<file path="src/rtl/param_router.sv">
// param_router: wormhole NoC router with per-input FIFOs, table routing and per-output round-robin arbitration
module param_router #(
  parameter int NUM_PORTS  = 3,
  parameter int FLIT_W     = 64,
  parameter int NODE_W     = 4,
  parameter int FIFO_DEPTH = 4
) (
  input  logic                          nocclk,
  input  logic                          rst,
  input  logic [NUM_PORTS*FLIT_W-1:0]   in_flit,
  input  logic [NUM_PORTS-1:0]          in_valid,
  output logic [NUM_PORTS-1:0]          in_ready,
  output logic [NUM_PORTS*FLIT_W-1:0]   out_flit,
  output logic [NUM_PORTS-1:0]          out_valid,
  input  logic [NUM_PORTS-1:0]          out_ready,
  input  logic [NODE_W-1:0]             self_id,
  input  logic                          tbl_we,
  input  logic [NODE_W-1:0]             tbl_addr,
  input  logic [$clog2(NUM_PORTS)-1:0]  tbl_data,
  output logic [7:0]                    err_count
);
  localparam int N  = NUM_PORTS;
  localparam int PW = $clog2(NUM_PORTS);
  localparam int AW = $clog2(FIFO_DEPTH);
  localparam int CW = $clog2(NUM_PORTS + 1);
  logic [FLIT_W-1:0] mem_q [N][FIFO_DEPTH];
  logic [AW:0]       wp_q [N];
  logic [AW:0]       rp_q [N];
  logic [PW-1:0]     tbl_q [2**NODE_W];
  logic [PW-1:0]     oin_q [N];
  logic [PW-1:0]     rr_q [N];
  logic [PW-1:0]     route [N];
  logic [PW-1:0]     sel [N];
  logic [FLIT_W-1:0] hf [N];
  logic [N-1:0]      req [N];
  logic [N-1:0]      drop_q, olock_q, ne, full, push, pop, hd, tl, bad, ilock, disc, xfer;
  logic [7:0]        err_q, err_d;
  logic [CW-1:0]     cnt;
  logic [8:0]        tot;
  // FIFO status, head-flit decode, routing lookup and discard decisions per input
  always_comb begin
    ilock = '0;
    for (int o = 0; o < N; o++) if (olock_q[o]) ilock[oin_q[o]] = 1'b1;
    for (int i = 0; i < N; i++) begin
      hf[i]       = mem_q[i][rp_q[i][AW-1:0]];
      ne[i]       = wp_q[i] != rp_q[i];
      full[i]     = (wp_q[i][AW] != rp_q[i][AW]) && (wp_q[i][AW-1:0] == rp_q[i][AW-1:0]);
      in_ready[i] = !full[i] && !rst;
      push[i]     = in_valid[i] && in_ready[i];
      hd[i]       = hf[i][FLIT_W-1];
      tl[i]       = hf[i][FLIT_W-2];
      route[i]    = (hf[i][NODE_W-1:0] == self_id) ? '0 : tbl_q[hf[i][NODE_W-1:0]];
      bad[i]      = int'(route[i]) >= N;
      disc[i]     = ne[i] && !rst && (drop_q[i] || (!ilock[i] && (!hd[i] || bad[i])));
    end
  end
  // per-output grant: follow the lock if held, else round-robin from rr_q over routable heads
  always_comb begin
    out_flit = '0;
    pop      = disc;
    for (int o = 0; o < N; o++) begin
      for (int i = 0; i < N; i++)
        req[o][i] = ne[i] && hd[i] && !ilock[i] && !drop_q[i] && !bad[i] && route[i] == PW'(o);
      sel[o]       = oin_q[o];
      out_valid[o] = olock_q[o] && ne[oin_q[o]] && !rst;
      for (int k = N - 1; k >= 0; k--)
        if (!olock_q[o] && req[o][(int'(rr_q[o]) + k) % N]) begin
          sel[o]       = PW'((int'(rr_q[o]) + k) % N);
          out_valid[o] = !rst;
        end
      out_flit[o*FLIT_W +: FLIT_W] = out_valid[o] ? hf[sel[o]] : '0;
      xfer[o] = out_valid[o] && out_ready[o];
      if (xfer[o]) pop[sel[o]] = 1'b1;
    end
  end
  // saturating error counter advances by the number of flits discarded this cycle
  always_comb begin
    cnt = '0;
    for (int i = 0; i < N; i++) cnt = cnt + CW'(disc[i]);
    tot   = {1'b0, err_q} + 9'(cnt);
    err_d = tot[8] ? 8'hff : tot[7:0];
  end
  assign err_count = err_q;
  // FIFO storage needs no reset: pointers alone define occupancy
  always_ff @(posedge nocclk)
    for (int i = 0; i < N; i++) if (push[i]) mem_q[i][wp_q[i][AW-1:0]] <= in_flit[i*FLIT_W +: FLIT_W];
  // pointers, drop mode, output locks, round-robin pointers, routing table and error count
  always_ff @(posedge nocclk) begin
    if (rst) begin
      for (int i = 0; i < N; i++) begin
        wp_q[i]  <= '0;
        rp_q[i]  <= '0;
        oin_q[i] <= '0;
        rr_q[i]  <= '0;
      end
      for (int a = 0; a < 2**NODE_W; a++) tbl_q[a] <= '0;
      drop_q  <= '0;
      olock_q <= '0;
      err_q   <= '0;
    end else begin
      if (tbl_we) tbl_q[tbl_addr] <= tbl_data;
      err_q <= err_d;
      for (int i = 0; i < N; i++) begin
        if (push[i]) wp_q[i] <= wp_q[i] + 1'b1;
        if (pop[i]) rp_q[i] <= rp_q[i] + 1'b1;
        if (disc[i]) drop_q[i] <= !tl[i] && (drop_q[i] || (hd[i] && bad[i]));
      end
      for (int o = 0; o < N; o++)
        if (xfer[o] && tl[sel[o]]) begin
          olock_q[o] <= 1'b0;
          rr_q[o]    <= (int'(sel[o]) == N - 1) ? '0 : sel[o] + PW'(1);
        end else if (out_valid[o]) begin
          olock_q[o] <= 1'b1;
          oin_q[o]   <= sel[o];
        end
    end
  end
endmodule

</file>
<file path="config.mk">
export PLATFORM = sky130hd
export DESIGN_NAME = param_router
export DESIGN_NICKNAME = d
export VERILOG_FILES = /design/src/rtl/param_router.sv
export SDC_FILE = /design/constraint.sdc
export NUM_CORES = 1
export LEC_CHECK = 0
export CAP_MARGIN = 20
export CORE_ASPECT_RATIO = 1.1
export CORE_MARGIN = 3
export CORE_UTILIZATION = 50
export CTS_CLUSTER_DIAMETER = 60
export DETAILED_ROUTE_END_ITERATION = 10
export GPL_TIMING_DRIVEN = 0
export PLACE_DENSITY = 0.74
export RECOVER_POWER = 50
export REMOVE_ABC_BUFFERS = 1
export SYNTH_ARGS = -nofsm -noshare
export SYNTH_HDL_FRONTEND = slang
export SYNTH_SLANG_ARGS = --single-unit
</file>
<file path="constraint.sdc">
create_clock -name nocclk -period 5.4 [get_ports nocclk]
set_input_delay 0.54 -clock nocclk [delete_from_list [all_inputs] [get_ports nocclk]]
set_output_delay 0.54 -clock nocclk [all_outputs]
set_load 0.01 [all_outputs]
</file>
==> impl_metrics.csv <==
group,metric,value,unit
run_status,status,"complete, but fails checks",
run_status,failed_checks,"max-capacitance violations, max-slew violations, negative setup slack",
routing,vias_per_cell,6.49,
sta,fin_setup_tns,-44.84,ns
synth,synth-async-reset-ratio,0,%
setup_path,cp.required,4.86,ns
die,io_pins,417,
cells_and_area,drive_gt1_share,39.1,%
sta,fin_crit,5.81,ns
die,dieHeight,298,um
cells_and_area,stdcell_area,52700,um2
clock_network,cts_tree,"built",
sta,finalHoldViolCount,0,
sta,whs,0.545,ns
sta,setup_slack,-0.411,ns
cells_and_area,instances_no_fill,4195,
die,die-area,80900,um2
global_routing,first_global_vias,27500,
cells_and_area,area_growth,36.0,%
clock_network,h-tree-depth,3,
clock_network,cts-root-buf,"clkbuf_16",
global_routing,antenna_found_initial,57,
routing,wire_per_inst,32.3,um
setup_path,worstPathMaxFanout,11,
die,start_util,50.7,%
setup_path,end_kind,"output port",
synth,ys_ff_latch,844,
cells_and_area,final_common_cell,"edfxtp_1",
cells_and_area,final_nets,3291,
sta,slew_violations,33,
place,dpl-instance-area,45400,um2
global_routing,grtUsageTotal,32.3,%
global_routing,grt_overflow_total,0,
sta,rsz0062_at_grt,"yes",
synth,netlist_area,38800,um2
synth,ys_warn_count,0,
synth,synth_ff_type,"edfxtp_1",
place,place.gp.congestion,0.907,
sta,setup_viol,203,
synth,netlist-cell-type-count,89,
routing,finalWirelength,135000,um
setup_path,cp.arrival,5.27,ns
routing,final_antenna_net_count,0,
synth,synth_edf_count,830,
worst_hold_path,hold_class,"flip-flop to flip-flop",
die,core,76400,um2
global_routing,grt_pass1_wl,189000,um
clock_network,cts.sinks,844,
run,maxCapViolations,1,
routing,first_pass_iters,6,
cells_and_area,fill_cells,4844,
routing,drcViolationCount,0,
synth,syn_avg_cell_area,16.3,um2
place,placed_cells,3748,
setup_path,cp-start-kind,"flip-flop",
sta,max_freq,172,MHz
synth,syn_inst,2381,
place,port_buffers,416,
sta,fin_crit_sh,108,%
routing,via_count,27200,
sta,fin_skew,0.0198,ns
die,die_x,271,um
clock_network,cts_max_path_buffers,3,
cells_and_area,layout_common_cells,"830 x edfxtp_1, 207 x nor2_1, 195 x mux4_2, 195 x dlygate4sd3_1, 126 x buf_4",
setup_path,crit_type,"flip-flop to output port",
sta,worst_pin_slew,2.02,ns
clock_network,cts_buffers,87,
sta,relSlewSlack,-34.4,%
routing,drtIter0Drc,3324,
place,place.detailed.hpwl,78900,um
clock_network,clk_pin_slew,0.06,ns
global_routing,grt_max_degree,50,
die,num_rows,106,
synth,yosysSeqAreaShare,65.0,%
clock_network,insertion_delay,0.64,ns
==> kinds of logic after synthesis <==
kind of cell	after synthesis	share of synthesized area, %
DFF	844	65.0
AOI/OAI and AO/OA	367	6.96
adders and majority gates	31	1.04
buffers and inverters	191	2.23
muxes	437	18.1
and+or+nand+nor	482	5.97
xor gates and xnor gates	29	0.655
==> stage by stage <==
stage	util [%]	worst slack [ns]
after floorplan	-	-6.32
after CTS	67.3	-0.378
after detailed placement	59.5	-2.17
after global placement	56.9	-25.22
after global routing	68.9	-0.483
final	69.0	-0.411
==> synthesized netlist by cell type (5+ instances only) <==
| library cell | count | area share, % |
|---|---|---|
| nand4_1 | 6 | 0.097 |
| or2_2 | 12 | 0.19 |
| and3_1 | 20 | 0.32 |
| or2_1 | 8 | 0.13 |
| nand2_1 | 36 | 0.35 |
| or3_1 | 5 | 0.081 |
| a21o_1 | 6 | 0.12 |
| mux2_1 | 112 | 3.3 |
| nand3b_1 | 9 | 0.17 |
| buf_2 | 27 | 0.35 |
| inv_1 | 35 | 0.34 |
| nand3_1 | 18 | 0.23 |
| xnor2_1 | 19 | 0.43 |
| mux2_2 | 71 | 2.1 |
| nor4b_1 | 5 | 0.11 |
| buf_6 | 9 | 0.26 |
| a21oi_1 | 34 | 0.44 |
| a31oi_1 | 13 | 0.21 |
| and2_1 | 42 | 0.68 |
| mux2i_1 | 61 | 1.6 |
| buf_4 | 12 | 0.23 |
| xor2_1 | 10 | 0.23 |
| mux4_2 | 192 | 11 |
| buf_1 | 9 | 0.087 |
| a22oi_1 | 185 | 3.6 |
| dfxtp_1 | 14 | 0.72 |
| o21ai_0 | 25 | 0.32 |
| nand2b_1 | 16 | 0.26 |
| nor3_1 | 23 | 0.30 |
| nor2b_1 | 10 | 0.16 |
| nor3b_1 | 5 | 0.097 |
| edfxtp_1 | 830 | 64 |
| clkbuf_1 | 94 | 0.91 |
| o211ai_1 | 7 | 0.14 |
| ha_1 | 29 | 0.94 |
| nor2_1 | 254 | 2.5 |
| a211oi_1 | 14 | 0.27 |
| o22ai_1 | 27 | 0.44 |
==> worst max-delay path, stage by stage (launching register included) <==
cell and delay [ns]:
edfxtp_1 0.45, clkbuf_16 0.20, mux4_2 0.59, or2_4 0.34
o22ai_2 0.22, or2_4 0.19, o211ai_1 0.13, buf_4 0.18
buf_4 0.12, nand3_1 0.09, nand3_1 0.11, a31o_4 0.26
a22oi_2 0.20, buf_4 0.17, buf_6 0.16, buf_8 0.21
mux2_2 0.38, a22oi_1 0.21, nor2_1 0.08, dlygate4sd2_1 0.33
==> per-layer routing <==
metal,GRT usage [%],up-vias,routed length (um)
li1,-,11000,-
met1,41.1,13900,47700
met2,52.4,1878,65500
met3,7.67,387,15300
met4,15.5,14,6950
met5,0,-,86
==> path summary, 6_finish.rpt <==
check | start | depth (start not counted) | end | slack [ns]
min reg2reg | err_count[4] | 1 | err_count[4] | 0.55
min | err_count[4] | 1 | err_count[4] | 0.55
max | rp_q[0][0] | 19 | out_flit[30] | -0.41
max reg2reg | rp_q[0][6] | 25 | rp_q[0][5] | -0.09
==> state kept, by name, indices dropped and copies added, names as in the netlist <==
name       cells
mem_q        768
wp_q           9
err_count      8
oin_q          6
drop_q         3
olock_q        3
rr_q           6
rp_q           9
tbl_q         32
==> area by class of cell <==
class / instances / area [um2] / share of cell area [%]
tap: 1026 / 1280 / 2.44
clock buffer: 111 / 2310 / 4.38
clock inverter: 48 / 576 / 1.09
inverter: 40 / 188 / 0.356
timing repair buffer: 723 / 8380 / 15.9
sequential: 844 / 25200 / 47.8
timing repair inverter: 2 / 17.5 / 0.0332
antenna: 50 / 125 / 0.237
multi-input combinational: 1351 / 14600 / 27.7
==> timing repair <==
action / CTS / global route
gates cloned: 34 / 7
setup buffers: 180 / 56
gates resized for setup: 885 / 201
hold buffers: 0 / 0
pin swaps: 127 / 105
endpoints found under the setup margin: 245 / 207
Power is not shown: default switching activity piles up to over one toggle a cycle in this logic, so the estimate is an artifact.
==> variant: new RTL, same settings <==
`NODE_W`: 4 -> 3.
--- a/src/rtl/param_router.sv
+++ b/src/rtl/param_router.sv
@@ -3,5 +3,5 @@
   parameter int NUM_PORTS  = 3,
   parameter int FLIT_W     = 64,
-  parameter int NODE_W     = 4,
+  parameter int NODE_W     = 3,
   parameter int FIFO_DEPTH = 4
 ) (
Ports: changed (resized self_id and tbl_addr); port bits go from 417 to 415. No check against the original RTL was run, so the function may have changed too.
==> variant against the original RTL <==
The run ends with negative setup slack left. Worst hold slack lost 0.63 ps. Area after synthesis down 2.5%. Wire length grew 5.1%. First-iteration DRC count up 3.7%. Sequential cell count decreased by 16. Final cell count shrank 0.74%. Design area shrank 0.81%. Setup slack improved by 98 ps. Non-clock buffer count increased by 82. Via count increased by 2.1%. Critical path type unchanged. Highest routed layer unchanged.
Power is not shown: default switching activity piles up to over one toggle a cycle in this logic, so the estimate is an artifact.
==> variant: results (changes against the original RTL) <==
Logic synthesis
  – Post-synth top cells: 814 x edfxtp_1, 192 x mux4_2, 184 x nor2_1, 138 x a22oi_1, 134 x mux2_2
  – Multiplexer fraction of the synthesized cell area: 17.9% (-0.25 points)
  – Post-Synth XOR/XNOR Area: 0.649% (-0.0066 points)
  – Area fraction in compound gates after synthesis: 6.59% (-0.37 points)
  – Register area share after synthesis: 65.4% (+0.38 points)
  – Synth unique cells: 93 (+4.5%)
  – Number of flops mapped to enable cells by yosys: 814 (-1.9%)
  – Largest cells by area after synthesis: edfxtp_1 65%, mux4_2 11%, mux2_2 4.0%

STA
  – Final worst setup slack: -314 ps (+97.7 ps)
  – WHS: 545 ps (-0.629 ps)
  – Relative slew margins: 4.01% (+38 points)
  – Clk_skew: 40.0 ps (+20.2 ps)
  – Count of final setup violators: 154 (-24%)

Critical path
  – CP startpoint: rp_q[0][3]$_SDFFCE_PN0P_
  – Setup crit end: out_flit[59]
  – R2R Setup Slk: -30 ps (+60 ps)
  – RR Endpoint: rp_q[0][3]$_SDFFCE_PN0P_
  – CP arrival: 5170 ps (-100 ps)
  – CP max stage delay: 620 ps (+30 ps)
  – Top delay family on crit path: multiplexers
  – R2R depth: 24 (-4.0%)

Placement
  – GP Congestion: 0.915 (+0.87%)
  – I/O Buffers: 414 (-0.48%)
  – Final HPWL DP: 74200 µm (-5.9%)

Drt
  – Initial drt markers: 3446 (+3.7%)
  – Vias per inst: 6.67 (+2.9%)
  – Met1 wire length: 47100 µm (-1.3%)
  – DR WL met3: 19000 µm (+24%)

Clock tree
  – Post-cts resize count: 787 (-11%)
  – Post-CTS Setup Bufs: 177 (-1.7%)
  – Num CTS Buffers: 88 (+1.1%)

Layout
  – Multi-input logic area: 14200 µm² (-2.6%)
  – Storage cell area: 24700 µm² (-1.9%)
  – # fillers: 4493 (-7.2%)
  – Final nets: 3318 (+0.82%)
  – Multi-input comb cells: 1323 (-2.1%)
  – Number of diodes: 51 (+2.0%)
  – Bufs w/o clock: 805 (+11%)
  – Clock buffers: 105 (-5.4%)
  – Non-clock buffer share: 17.1% (+1.2 points)
  – Seq Cell Count: 828 (-1.9%)

Worst hold path
  – Hold Path Stages: 2 (+1)
  – Hold path start: err_count[6]$_SDFF_PP0_

Status
  – Outcome: finished, violations left
  – Failing checks: negative setup slack

GRT
  – GRT met3 Usage: 10.3% (+2.7 points)
  – Global Route Usage Sum: 34.2% (+2.0 points)
  – Vias in the first global route: 27500 (-0.10%)
  – First-pass GRT wire length: 192000 µm (+1.2%)
  – Initial antenna violation count: 65 (+14%)
  – Largest net degree at the start of global routing: 47 (-6.0%)
  – Met1 Use GR: 42.6% (+1.5 points)
  – Grt met2 use: 54.5% (+2.1 points)
variant: cell count changes in the layout (fill, tap and decap cells not counted), sizes merged, moves of 22 or more:
cell / before / now
a22oi: 185 / 138
and2: 45 / 80
buf: 410 / 500
clkbuf: 133 / 176
dlygate4sd2: 58 / 1
mux2: 183 / 136
mux2i: 62 / 90
nand2: 36 / 96
nor2: 257 / 184
o21ai: 29 / 82
o22ai: 28 / 6
variant: stage by stage:
| stage | utilization, % | setup TNS (ps) | instances | worst slack [ps] | cell area (µm²) |
|---|---|---|---|---|---|
| after floorplan | - | -683310 | 2171 | -3410 | 37100 |
| after global placement | 56.8 | -4984310 | 3548 | -11900 | 42500 |
| after detailed placement | 59.3 | -304420 | 3618 | -1780 | 44300 |
| after CTS | 67.3 | -5640 | 3989 | -180 | 50300 |
| after global routing | 69.8 | -34830 | 4139 | -353 | 52200 |
| final | 69.9 | -19530 | 4164 | -314 | 52300 |
